[src/rtl/led_burst_ctrl_if.sv]
// Burst-request handshake bundle between a requester and led_burst_ctrl.
// The requester drives valid/len/mode; the controller answers with ready.
interface led_burst_ctrl_if;
    logic       req_valid;
    logic       req_ready;
    logic [3:0] req_len;
    logic [1:0] req_mode;

    modport master (
        output req_valid,
        output req_len,
        output req_mode,
        input  req_ready
    );

    modport slave (
        input  req_valid,
        input  req_len,
        input  req_mode,
        output req_ready
    );
endinterface

[src/rtl/led_burst_ctrl.sv]
// Timed LED burst sequencer: prescales clk into step ticks and steps a 4-bit pattern.
// Optional abort input is enabled with macro LED_BURST_ABORT_EN.
module led_burst_ctrl #(
    parameter int unsigned DIV = 4
) (
    input  logic             clk,
    input  logic             n_rst,
    led_burst_ctrl_if.slave  req_if,
`ifdef LED_BURST_ABORT_EN
    input  logic             abort,
`endif
    output logic [3:0]       led,
    output logic             busy,
    output logic             done
);

    typedef enum logic [1:0] {StIdle, StRun, StDone} state_e;

    state_e     state_q, state_d;
    logic [3:0] led_q, led_d;
    logic [7:0] presc_q, presc_d;
    logic [3:0] step_q, step_d;
    logic [3:0] len_q, len_d;
    logic [1:0] mode_q, mode_d;

    logic       tick;
    logic       abort_req;
    logic [3:0] led_init;
    logic [3:0] led_next;

    assign tick = (presc_q == 8'(DIV - 1));

`ifdef LED_BURST_ABORT_EN
    assign abort_req = abort;
`else
    assign abort_req = 1'b0;
`endif

    always_comb begin
        led_init = 4'h0;
        unique case (req_if.req_mode)
            2'd0:    led_init = 4'h0;
            2'd1:    led_init = 4'hF;
            2'd2:    led_init = 4'b0001;
            default: led_init = 4'b0101;
        endcase
    end

    always_comb begin
        led_next = led_q;
        unique case (mode_q)
            2'd0:    led_next = led_q + 4'd1;
            2'd1:    led_next = led_q - 4'd1;
            2'd2:    led_next = {led_q[2:0], led_q[3]};
            default: led_next = ~led_q;
        endcase
    end

    always_comb begin
        state_d = state_q;
        led_d   = led_q;
        presc_d = presc_q;
        step_d  = step_q;
        len_d   = len_q;
        mode_d  = mode_q;
        unique case (state_q)
            StIdle: begin
                if (req_if.req_valid) begin
                    len_d   = req_if.req_len;
                    mode_d  = req_if.req_mode;
                    presc_d = 8'd0;
                    step_d  = 4'd0;
                    if (req_if.req_len == 4'd0) begin
                        state_d = StDone;
                        led_d   = 4'h0;
                    end else begin
                        state_d = StRun;
                        led_d   = led_init;
                    end
                end
            end
            StRun: begin
                // Abort wins over a coincident tick: the pattern freezes where it is.
                if (abort_req) begin
                    state_d = StDone;
                end else if (tick) begin
                    presc_d = 8'd0;
                    step_d  = step_q + 4'd1;
                    led_d   = led_next;
                    if (step_d == len_q) begin
                        state_d = StDone;
                    end
                end else begin
                    presc_d = presc_q + 8'd1;
                end
            end
            StDone: begin
                led_d   = 4'h0;
                state_d = StIdle;
            end
            default: begin
                led_d   = 4'h0;
                state_d = StIdle;
            end
        endcase
    end

    always_ff @(posedge clk) begin
        if (!n_rst) begin
            state_q <= StIdle;
            led_q   <= 4'h0;
            presc_q <= 8'd0;
            step_q  <= 4'd0;
            len_q   <= 4'd0;
            mode_q  <= 2'd0;
        end else begin
            state_q <= state_d;
            led_q   <= led_d;
            presc_q <= presc_d;
            step_q  <= step_d;
            len_q   <= len_d;
            mode_q  <= mode_d;
        end
    end

    assign req_if.req_ready = (state_q == StIdle);
    assign busy             = (state_q != StIdle);
    assign done             = (state_q == StDone);
    assign led              = led_q;

endmodule

[src/flat_wrapper.sv]
// flat-port wrapper written by rule: the top's interface ports become plain ports
module led_burst_ctrl_flat 
#(
    parameter int unsigned DIV = 4
)
  (clk, n_rst, led, busy, done, req_if_req_valid, req_if_req_len, req_if_req_mode, req_if_req_ready);
  led_burst_ctrl_if req_if_i ();
  input  logic clk;
  input  logic n_rst;
  output logic [3:0] led;
  output logic busy;
  output logic done;
  input wire logic [$bits(req_if_i.req_valid)-1:0] req_if_req_valid;
  input wire logic [$bits(req_if_i.req_len)-1:0] req_if_req_len;
  input wire logic [$bits(req_if_i.req_mode)-1:0] req_if_req_mode;
  output wire logic [$bits(req_if_i.req_ready)-1:0] req_if_req_ready;
  assign req_if_i.req_valid = req_if_req_valid;
  assign req_if_i.req_len = req_if_req_len;
  assign req_if_i.req_mode = req_if_req_mode;
  assign req_if_req_ready = req_if_i.req_ready;
  led_burst_ctrl #(.DIV(DIV)) u_core (.clk(clk), .n_rst(n_rst), .req_if(req_if_i), .led(led), .busy(busy), .done(done));
endmodule
[config.mk]
export PLATFORM = sky130hd
export DESIGN_NAME = led_burst_ctrl_flat
export DESIGN_NICKNAME = d
export VERILOG_FILES = /design/src/rtl/led_burst_ctrl_if.sv /design/src/rtl/led_burst_ctrl.sv /design/src/flat_wrapper.sv
export SDC_FILE = /design/constraint.sdc
export NUM_CORES = 1
export LEC_CHECK = 0
export ABC_AREA = 1
export CAP_MARGIN = 20
export CORE_MARGIN = 4
export CORE_UTILIZATION = 49
export DETAILED_ROUTE_END_ITERATION = 6
export MAX_ROUTING_LAYER = met4
export PLACE_DENSITY = 0.74
export RECOVER_POWER = 25
export SYNTH_ARGS = -nofsm -noshare
export SYNTH_HDL_FRONTEND = slang
export SYNTH_SLANG_ARGS = --single-unit
[constraint.sdc]
create_clock -name clk -period 1.5 [get_ports clk]
set_clock_uncertainty 0.1 [all_clocks]
set_input_delay 0.45 -clock clk [delete_from_list [all_inputs] [get_ports clk]]
set_output_delay 0.45 -clock clk [all_outputs]
set_load 0.05 [all_outputs]
-- Word-level counts from Yosys, hierarchy flattened
Cells that the tools add are included.
- input port bits: 9
- word-level logic and storage cells: 50
- output and inout bits: 7
- register bits: 24
- mux-type cells: 17
- $add $sub $neg: 4
- bitwise logic cells: 1
- reduce and logical (&&, ||, !) cells: 11
- equality and inequality tests: 11
- operators with widths (cell ; number):
    one-hot mux 4 bit (3 select lines) ; 2
    two-way mux 4 bit ; 5
    two-way mux 8 bit ; 2
    one-hot mux 4 bit (2 select lines) ; 2
    one-hot mux 8 bit (2 select lines) ; 1
    adder 4 x 1 -> 4 bit (second input constant) ; 2
    adder 8 x 1 -> 8 bit (second input constant) ; 1
    == test 8 x 2 -> 1 bit (second input constant) ; 1
    two-way mux 2 bit ; 4
    == test 2 x 1 -> 1 bit (second input constant) ; 3
    == test 2 bit (second input constant) ; 3
    zero test 2 bit ; 3
    AND reduction 2 bit ; 3
    AND reduction 3 bit ; 2
    == test 4 bit ; 1
    zero test 4 bit ; 1
    != test 2 x 1 -> 1 bit (second input constant) ; 2
    NOT 4 bit ; 1
    one-hot mux 2 bit (2 select lines) ; 1
    nonzero test 2 bit ; 2
    subtractor 4 x 1 -> 4 bit (second input constant) ; 1
    != test 2 bit (second input constant) ; 1

-- Logic depth before layout (Yosys ltp)
Gate-level depths: netlist (run 1).
- word-level depth: 5
- mapped depth: 14
- mapped depth without buffers: 14

-- Worst setup path before layout (run 1)
OpenSTA, ideal clock, no wires.
- path type: register to register
- start: register u_core.state_q[0]
- end: register u_core.step_q[3]
- data required time: 1266 ps
- library setup time: 134 ps
- cell stages (with the launch flop): 9
- period minus slack after synthesis: 1913 ps
- buffers on the path: 0
- arrival: 1679 ps
- slack: -413 ps
- cells stage by stage: dfxtp_1 -> nor2_2 -> inv_2 -> nor2_4 -> inv_2 -> nand2_2 -> inv_1 -> nand2_1 -> a21oi_1
- word-level cells in the longest chain between the ends: 3
- elaborated cells between the ends (all ways): 7
- those cells by class: eq/ne: 3; mux: 1; reduce/logical: 3
- RTL lines (element ; line ; source):
    start: declaration ; led_burst_ctrl.sv:19 ; state_e state_q, state_d;
    start signal: assignment ; led_burst_ctrl.sv:110 ; state_q <= StIdle;
    start signal: assignment ; led_burst_ctrl.sv:117 ; state_q <= state_d;
    zero test 2 bit * ; -- ;
    net req_if_req_ready ; flat_wrapper.sv:16 ; output wire logic [$bits(req_if_i.req_ready)-1:0] req_if_req_ready;
    != test 2 bit (no line) / nonzero test 2 bit (equally long branches) ; -- ;
    AND reduction 3 bit (no line) ; -- ;
    end signal: assignment ; led_burst_ctrl.sv:120 ; step_q <= step_d;
    end: declaration ; led_burst_ctrl.sv:22 ; logic [3:0] step_q, step_d;
Mark *: on every way through the listed nets, which the timed path passes. The rest lies on a longest branch.
A chain may end at the register's enable or synchronous reset.

-- Worst setup path after layout (run 1)
- start: register u_core.state_q[1]
- end: output port busy
- word-level cells in the longest chain between the ends: 1
- RTL lines (element ; line ; source):
    nonzero test 2 bit ; led_burst_ctrl.sv:127 ; assign busy = (state_q != StIdle);
    end: declaration ; flat_wrapper.sv:11 ; output logic busy;
Every way passes these cells.

==> results.py, run 1 <==
metrics = {
    "run_status": {
        "status": "finished with violations",
        "violations": "negative setup slack",
    },
    "yosys": {
        "syn_area_um2": 1369,
        "synth_common_cells": "nand2_1, inv_1, dfxtp_1",
        "synthesis.instances": 205,
        "ys_seq_elements": 24,
        "synth_ff_type": "dfxtp_1",
        "synthesis.nets": 217,
        "synth_area_leaders": "dfxtp_1, nand2_1, inv_1, a21oi_1, o21ai_0",
        "async_reset_ff_frac": 0,
        "synth_cell_types": 24,
        "synth_top_area_frac": 0.3510,
        "synth_area_leader_cell": "dfxtp_1",
        "yosysMostFrequentCell": "nand2_1",
        "synth_edf_count": 0,
        "syn_area_per_cell_um2": 6.677,
        "ys_warn_count": 0,
        "yosysSeqAreaShare": 0.3510,
    },
    "timing": {
        "report.final.slew_viol_count": 0,
        "grt_setup_unrepaired": "true",
        "fin_crit_ns": 1.670,
        "fin_ws_ns": -0.1697,
        "setup_viol": 18,
        "fmax_mhz": 598.9,
        "hold_viol_final": 0,
        "post-route-period-util": 1.113,
        "relSlewSlack": 0.6489,
        "tightest_slew_ns": 0.5261,
    },
    "floorplanning": {
        "die_area_um2": 3703,
        "core_area_um2": 2567,
        "die_w_um": 60.86,
        "start_util": 0.5331,
        "io_pins": 16,
        "row_count": 18,
        "die_y_um": 60.86,
    },
    "drt": {
        "wl_met2_mm": 2.354,
        "wl_mm": 4.565,
        "met1_length_mm": 1.763,
        "routedWlPerCell_um": 15.91,
        "route.detailed.drc": 0,
        "num_vias": 1608,
        "top_layer": "met4",
        "wl_met3_um": 299,
        "drt_pass1_iterations": 6,
        "postRouteAntennaNets": 0,
        "drtIter0Drc": 136,
        "vias_per_cell": 5.603,
    },
    "setup_path": {
        "cp-start-kind": "flip-flop",
        "cp_max_fo": 3,
        "critical_path.max_stage_delay_ns": 0.37,
        "crit_type": "flip-flop to primary output",
        "cp-end-kind": "primary output",
        "cp.required_ns": 0.95,
        "cp_slowest_cell": "dfxtp_2",
        "cp_data_arrival_time_ns": 1.12,
        "cp_cell_sequence": "nor2_4 -> inv_6 -> buf_12",
    },
    "layout": {
        "drive_above_1_share": 0.4319,
        "diodes": 0,
        "stdcell_count": 287,
        "fin_area_um2": 2170,
        "fin_util": 0.8450,
        "seq_area_um2": 510.5,
        "layout.nets": 270,
        "area_delta_synth_final_pct": 58.50,
        "multiInputGateArea_um2": 970.9,
        "fillCellCount": 129,
    },
    "clocking": {
        "tritoncts": "yes",
        "cts_sinks": 24,
        "htree_num_levels": 1,
        "cts_hold_buf": 0,
        "insertion_delay_ns": 0.32,
        "clockBufferDepth": 2,
        "root_buffer": "clkbuf_4",
        "numCtsBuffers": 3,
        "path_clk_slew_ns": 0.14,
    },
    "grt": {
        "grt_pass1_vias": 1526,
        "track_usage": 0.2356,
        "grt_max_degree": 14,
        "grt_first_pass_wirelength_mm": 6.430,
        "gr-total-overflow": 0,
        "antenna_found_initial": 0,
    },
    "placement": {
        "place_inst": 274,
        "place_ws_ns": -0.2819,
        "dp_hpwl_mm": 2.846,
        "numPortBuffers": 15,
        "post_dp_cell_area_um2": 1844,
        "place_congestion": 0.8622,
    },
    "power": {
        "p_per_area_nw_per_um2": 877.9,
        "power.leakage_nw": 0.8857,
        "peakVddDrop_mv": 0.8807,
        "p_total_mw": 1.905,
    },
    "flow_run": {
        "drv_cap": 0,
    },
    "hold_path": {
        "min_path_type": "flip-flop to flip-flop",
    },
}
==> sequential cells by signal (all words and copies together) (netlist names) <==
register        count
u_core.led          4
u_core.len_q        4
u_core.mode_q       2
u_core.presc_q      8
u_core.state_q      2
u_core.step_q       4
==> layer usage <==
metal / vias up / GRT usage
met3: 18 / 0.04894
met5: - / -
met1: 743 / 0.2629
met2: 79 / 0.4229
li1: 768 / -
met4: 0 / 0.06192
==> area by class of cell <==
cell class                 instances  share of cell area
clock buffer                       4             0.01211
inverter                          33             0.06171
multi-input combinational        147              0.4475
sequential                        24              0.2353
tap                               30             0.01730
timing repair buffer              49              0.2261
==> per-stage QoR <==
step / TNS, ns / hold slack, ns
finish: -1.166 / 0.3803
global route: -3.113 / 0.4065
CTS: -0.5447 / 0.3711
detailed placement: -4.471 / 0.3522
global placement: -3.601 / 0.3354
floorplan: -0.4024 / 0.3301
==> what timing repair did <==
item                       CTS  global route
gates resized for setup     37            34
setup endpoints to repair   15            26
setup buffers                7             2
pin swaps                   17            22
==> worst paths after layout <==
kind / start / to / slack, ns / depth (start not counted)
hold reg to reg: u_core.state_q[1]$_SDFFE_PN0P_ / u_core.state_q[1]$_SDFFE_PN0P_ / 0.38 / 1
setup reg to reg: u_core.mode_q[0]$_SDFFE_PN0P_ / u_core.led[3]$_SDFFE_PN0P_ / -0.09 / 12
setup / recovery: u_core.state_q[1]$_SDFFE_PN0P_ / busy / -0.17 / 3
hold / removal: u_core.state_q[1]$_SDFFE_PN0P_ / u_core.state_q[1]$_SDFFE_PN0P_ / 0.38 / 1
==> report_power, final <==
part / switching, mW / internal [mW] / total [mW]
registers: 0.0645 / 0.686 / 0.750
logic: 0.469 / 0.380 / 0.849
clock network: 0.202 / 0.104 / 0.306
total: 0.735 / 1.17 / 1.90
==> critical path, delay by kind of cell, from the launching register on <==
family	cells	cell delay (ns)
flip-flops	1	0.37
AND/OR/NAND/NOR	1	0.23
buffers and inverters	2	0.19
==> layout by cell type (no fill, tap or decap), drive strengths merged, types with 3 or more instances in the layout <==
cell           count
xor2               4
clkbuf             4
nor2              25
a221oi             3
nand3             13
clkdlybuf4s50      8
nand2             51
ha                 3
a211oi             3
a21oi             19
dfxtp             24
o21ai             18
xnor2              3
buf               41
inv               33
==> logic make-up after synthesis <==
kind of cell	synth area share
adder cells (fa/ha/maj)	0.02743
flip-flops	0.3510
buffers and inverters	0.09323
AND/OR/NAND/NOR	0.2989
XOR/XNOR	0.04479
AO/OA/AOI/OAI	0.1846
Power figures use the tool's default switching activity.
==> run 2, diff against run 1 <==
- CORE_MARGIN: 4 -> 5
- GPL_ROUTABILITY_DRIVEN: not set -> 1
- TNS_END_PERCENT: not set -> 20
==> results.py, run 2 (synthesized netlist as in run 1, its figures left out) <==
metrics = {
    "drt": {
        "drt_pass1_iterations": 4,
        "wl_mm": 3.877,
        "routedWlPerCell_um": 13.56,
        "postRouteAntennaNets": 0,
        "num_vias": 1554,
        "vias_per_cell": 5.434,
        "drtIter0Drc": 62,
        "route.detailed.drc": 0,
    },
    "run_status": {
        "violations": "negative setup slack",
        "status": "finished with violations",
    },
    "grt": {
        "antenna_found_initial": 0,
        "grt_first_pass_wirelength_mm": 5.899,
        "grt_max_degree": 14,
        "track_usage": 0.1846,
        "gr-total-overflow": 0,
        "grt_pass1_vias": 1416,
    },
    "placement": {
        "post_dp_cell_area_um2": 1836,
        "numPortBuffers": 15,
        "dp_hpwl_mm": 2.711,
        "place_congestion": 0.9006,
    },
    "setup_path": {
        "cp_slowest_cell": "dfxtp_2",
        "cp-end-kind": "flip-flop",
        "rr_endpoint": "u_core.led[2]$_SDFFE_PN0P_",
        "cp-start-kind": "flip-flop",
        "setup.worst_path.start": "u_core.mode_q[1]$_SDFFE_PN0P_",
        "cp_max_fo": 4,
        "cp_data_arrival_time_ns": 1.87,
        "critPathBufInv": 3,
        "critical_path.max_stage_delay_ns": 0.38,
        "cp_cell_sequence": "inv_4 -> nand2_4 -> nand2_4 -> nand2_2 -> inv_2 -> ha_4 -> inv_2 -> nand4_1 -> nand3_1 -> nand4_1 -> o21ai_1 -> nand2_1 -> a21oi_2",
        "r2r-start": "u_core.mode_q[1]$_SDFFE_PN0P_",
        "reg2regPathDepth": 13,
        "cpLargestDelayFamily": "simple AND/OR/NAND/NOR gates",
        "crit_type": "flip-flop to flip-flop",
        "endpoint": "u_core.led[2]$_SDFFE_PN0P_",
        "critical_path_depth": 13,
        "cp.required_ns": 1.65,
        "regToRegSetupSlack_ns": -0.23,
    },
    "floorplanning": {
        "die_y_um": 62.86,
        "die_area_um2": 3951,
        "io_pins": 16,
        "row_count": 19,
        "start_util": 0.5051,
        "core_area_um2": 2710,
        "die_w_um": 62.86,
    },
    "layout": {
        "top_register": "u_core.presc_q",
        "mostFrequentLayoutCells": "nand2_1, buf_4, inv_1",
        "largest_reg_flops": 8,
        "multiInputGateArea_um2": 879.6,
        "fin_util": 0.7650,
        "diodes": 0,
        "drive_above_1_share": 0.3804,
        "area_delta_synth_final_pct": 51.46,
        "fillCellCount": 186,
        "fin_area_um2": 2073,
        "layout.nets": 268,
        "final_common_cell": "nand2_1",
        "seq_area_um2": 508.0,
    },
    "timing": {
        "hold_viol_final": 0,
        "grt_setup_unrepaired": "true",
        "relSlewSlack": 0.7233,
        "fmax_mhz": 579.1,
        "post-route-period-util": 1.151,
        "setup_viol": 15,
        "tightest_slew_ns": 0.4145,
        "fin_ws_ns": -0.2269,
        "fin_crit_ns": 1.727,
        "report.final.slew_viol_count": 0,
    },
    "power": {
        "power.leakage_nw": 0.8680,
        "peakVddDrop_mv": 0.7372,
        "p_per_area_nw_per_um2": 887.9,
        "p_total_mw": 1.841,
    },
    "clocking": {
        "root_buffer": "clkbuf_4",
        "tritoncts": "yes",
        "htree_num_levels": 1,
        "path_clk_slew_ns": 0.13,
        "numCtsBuffers": 3,
        "cts_hold_buf": 0,
        "cts_sinks": 24,
        "clockBufferDepth": 2,
        "insertion_delay_ns": 0.32,
    },
    "flow_run": {
        "drv_cap": 0,
    },
    "hold_path": {
        "holdCritStartpoint": "u_core.state_q[1]$_SDFFE_PN0P_",
        "min_path_type": "flip-flop to flip-flop",
    },
}
## run 2: cell types whose count changed in the layout (fill, tap and decap cells not counted), sizes merged
cell	before	now
buf	41	39
## run 2: worst reg2reg max path, stage by stage (launching register included)
cell and delay (ns):
dfxtp_2 0.38, inv_4 0.06, nand2_4 0.07, nand2_4 0.05
nand2_2 0.07, inv_2 0.04, ha_4 0.14, inv_2 0.05
nand4_1 0.12, nand3_1 0.13, nand4_1 0.12, o21ai_1 0.10
nand2_1 0.08, a21oi_2 0.15
## run 2: cell type report
class | count | area share
Multi-Input combinational cell | 147 | 0.4243
Sequential cell | 24 | 0.2450
Tap cell | 31 | 0.01871
Inverter | 33 | 0.06337
Clock buffer | 4 | 0.01750
Timing Repair Buffer | 47 | 0.2311
## run 2: power breakdown
group          total (mW)  leakage [nW]  switching, mW  internal (mW)
registers           0.735         0.203         0.0499          0.685
logic               0.754         0.644          0.411          0.343
clock network       0.352        0.0210          0.204          0.148
total                1.84         0.868          0.665           1.18
## run 2: layer usage
metal	track usage	vias to the layer above	routed length, um
li1	-	767	-
met1	0.2184	735	1595
met2	0.3174	42	2067
met3	0.02878	10	124
met4	0.06101	0	90
met5	-	-	0
## run 2: per-stage QoR
step	hold WS, ns	worst slack (ns)	cells	TNS (ns)
final	0.3552	-0.2269	286	-1.108
after global routing	0.3756	-0.3927	286	-3.199
after CTS	0.3636	-0.1359	280	-0.5484
after detailed placement	0.3454	-0.2720	274	-4.349
after global placement	0.3407	-0.2032	274	-3.416
after floorplan	0.3301	-0.07039	205	-0.4681
## run 2: worst min path at each step
| stage | to | cells after the start |
|---|---|---|
| 2_1_floorplan | u_core.state_q[1]$_SDFFE_PN0P_ | 1 |
| 3_3_place_gp | u_core.state_q[1]$_SDFFE_PN0P_ | 1 |
| 3_5_place_dp | u_core.state_q[1]$_SDFFE_PN0P_ | 1 |
| 4_1_cts | u_core.state_q[1]$_SDFFE_PN0P_ | 1 |
| 5_1_grt | u_core.state_q[1]$_SDFFE_PN0P_ | 1 |
| 6_report | u_core.state_q[1]$_SDFFE_PN0P_ | 1 |
## run 2: what timing repair did
item                       CTS  global route
resized for setup           12            39
buffers inserted             2             6
hold endpoints to repair     0             0
setup endpoints to repair   10            26
pin swaps                    3            11
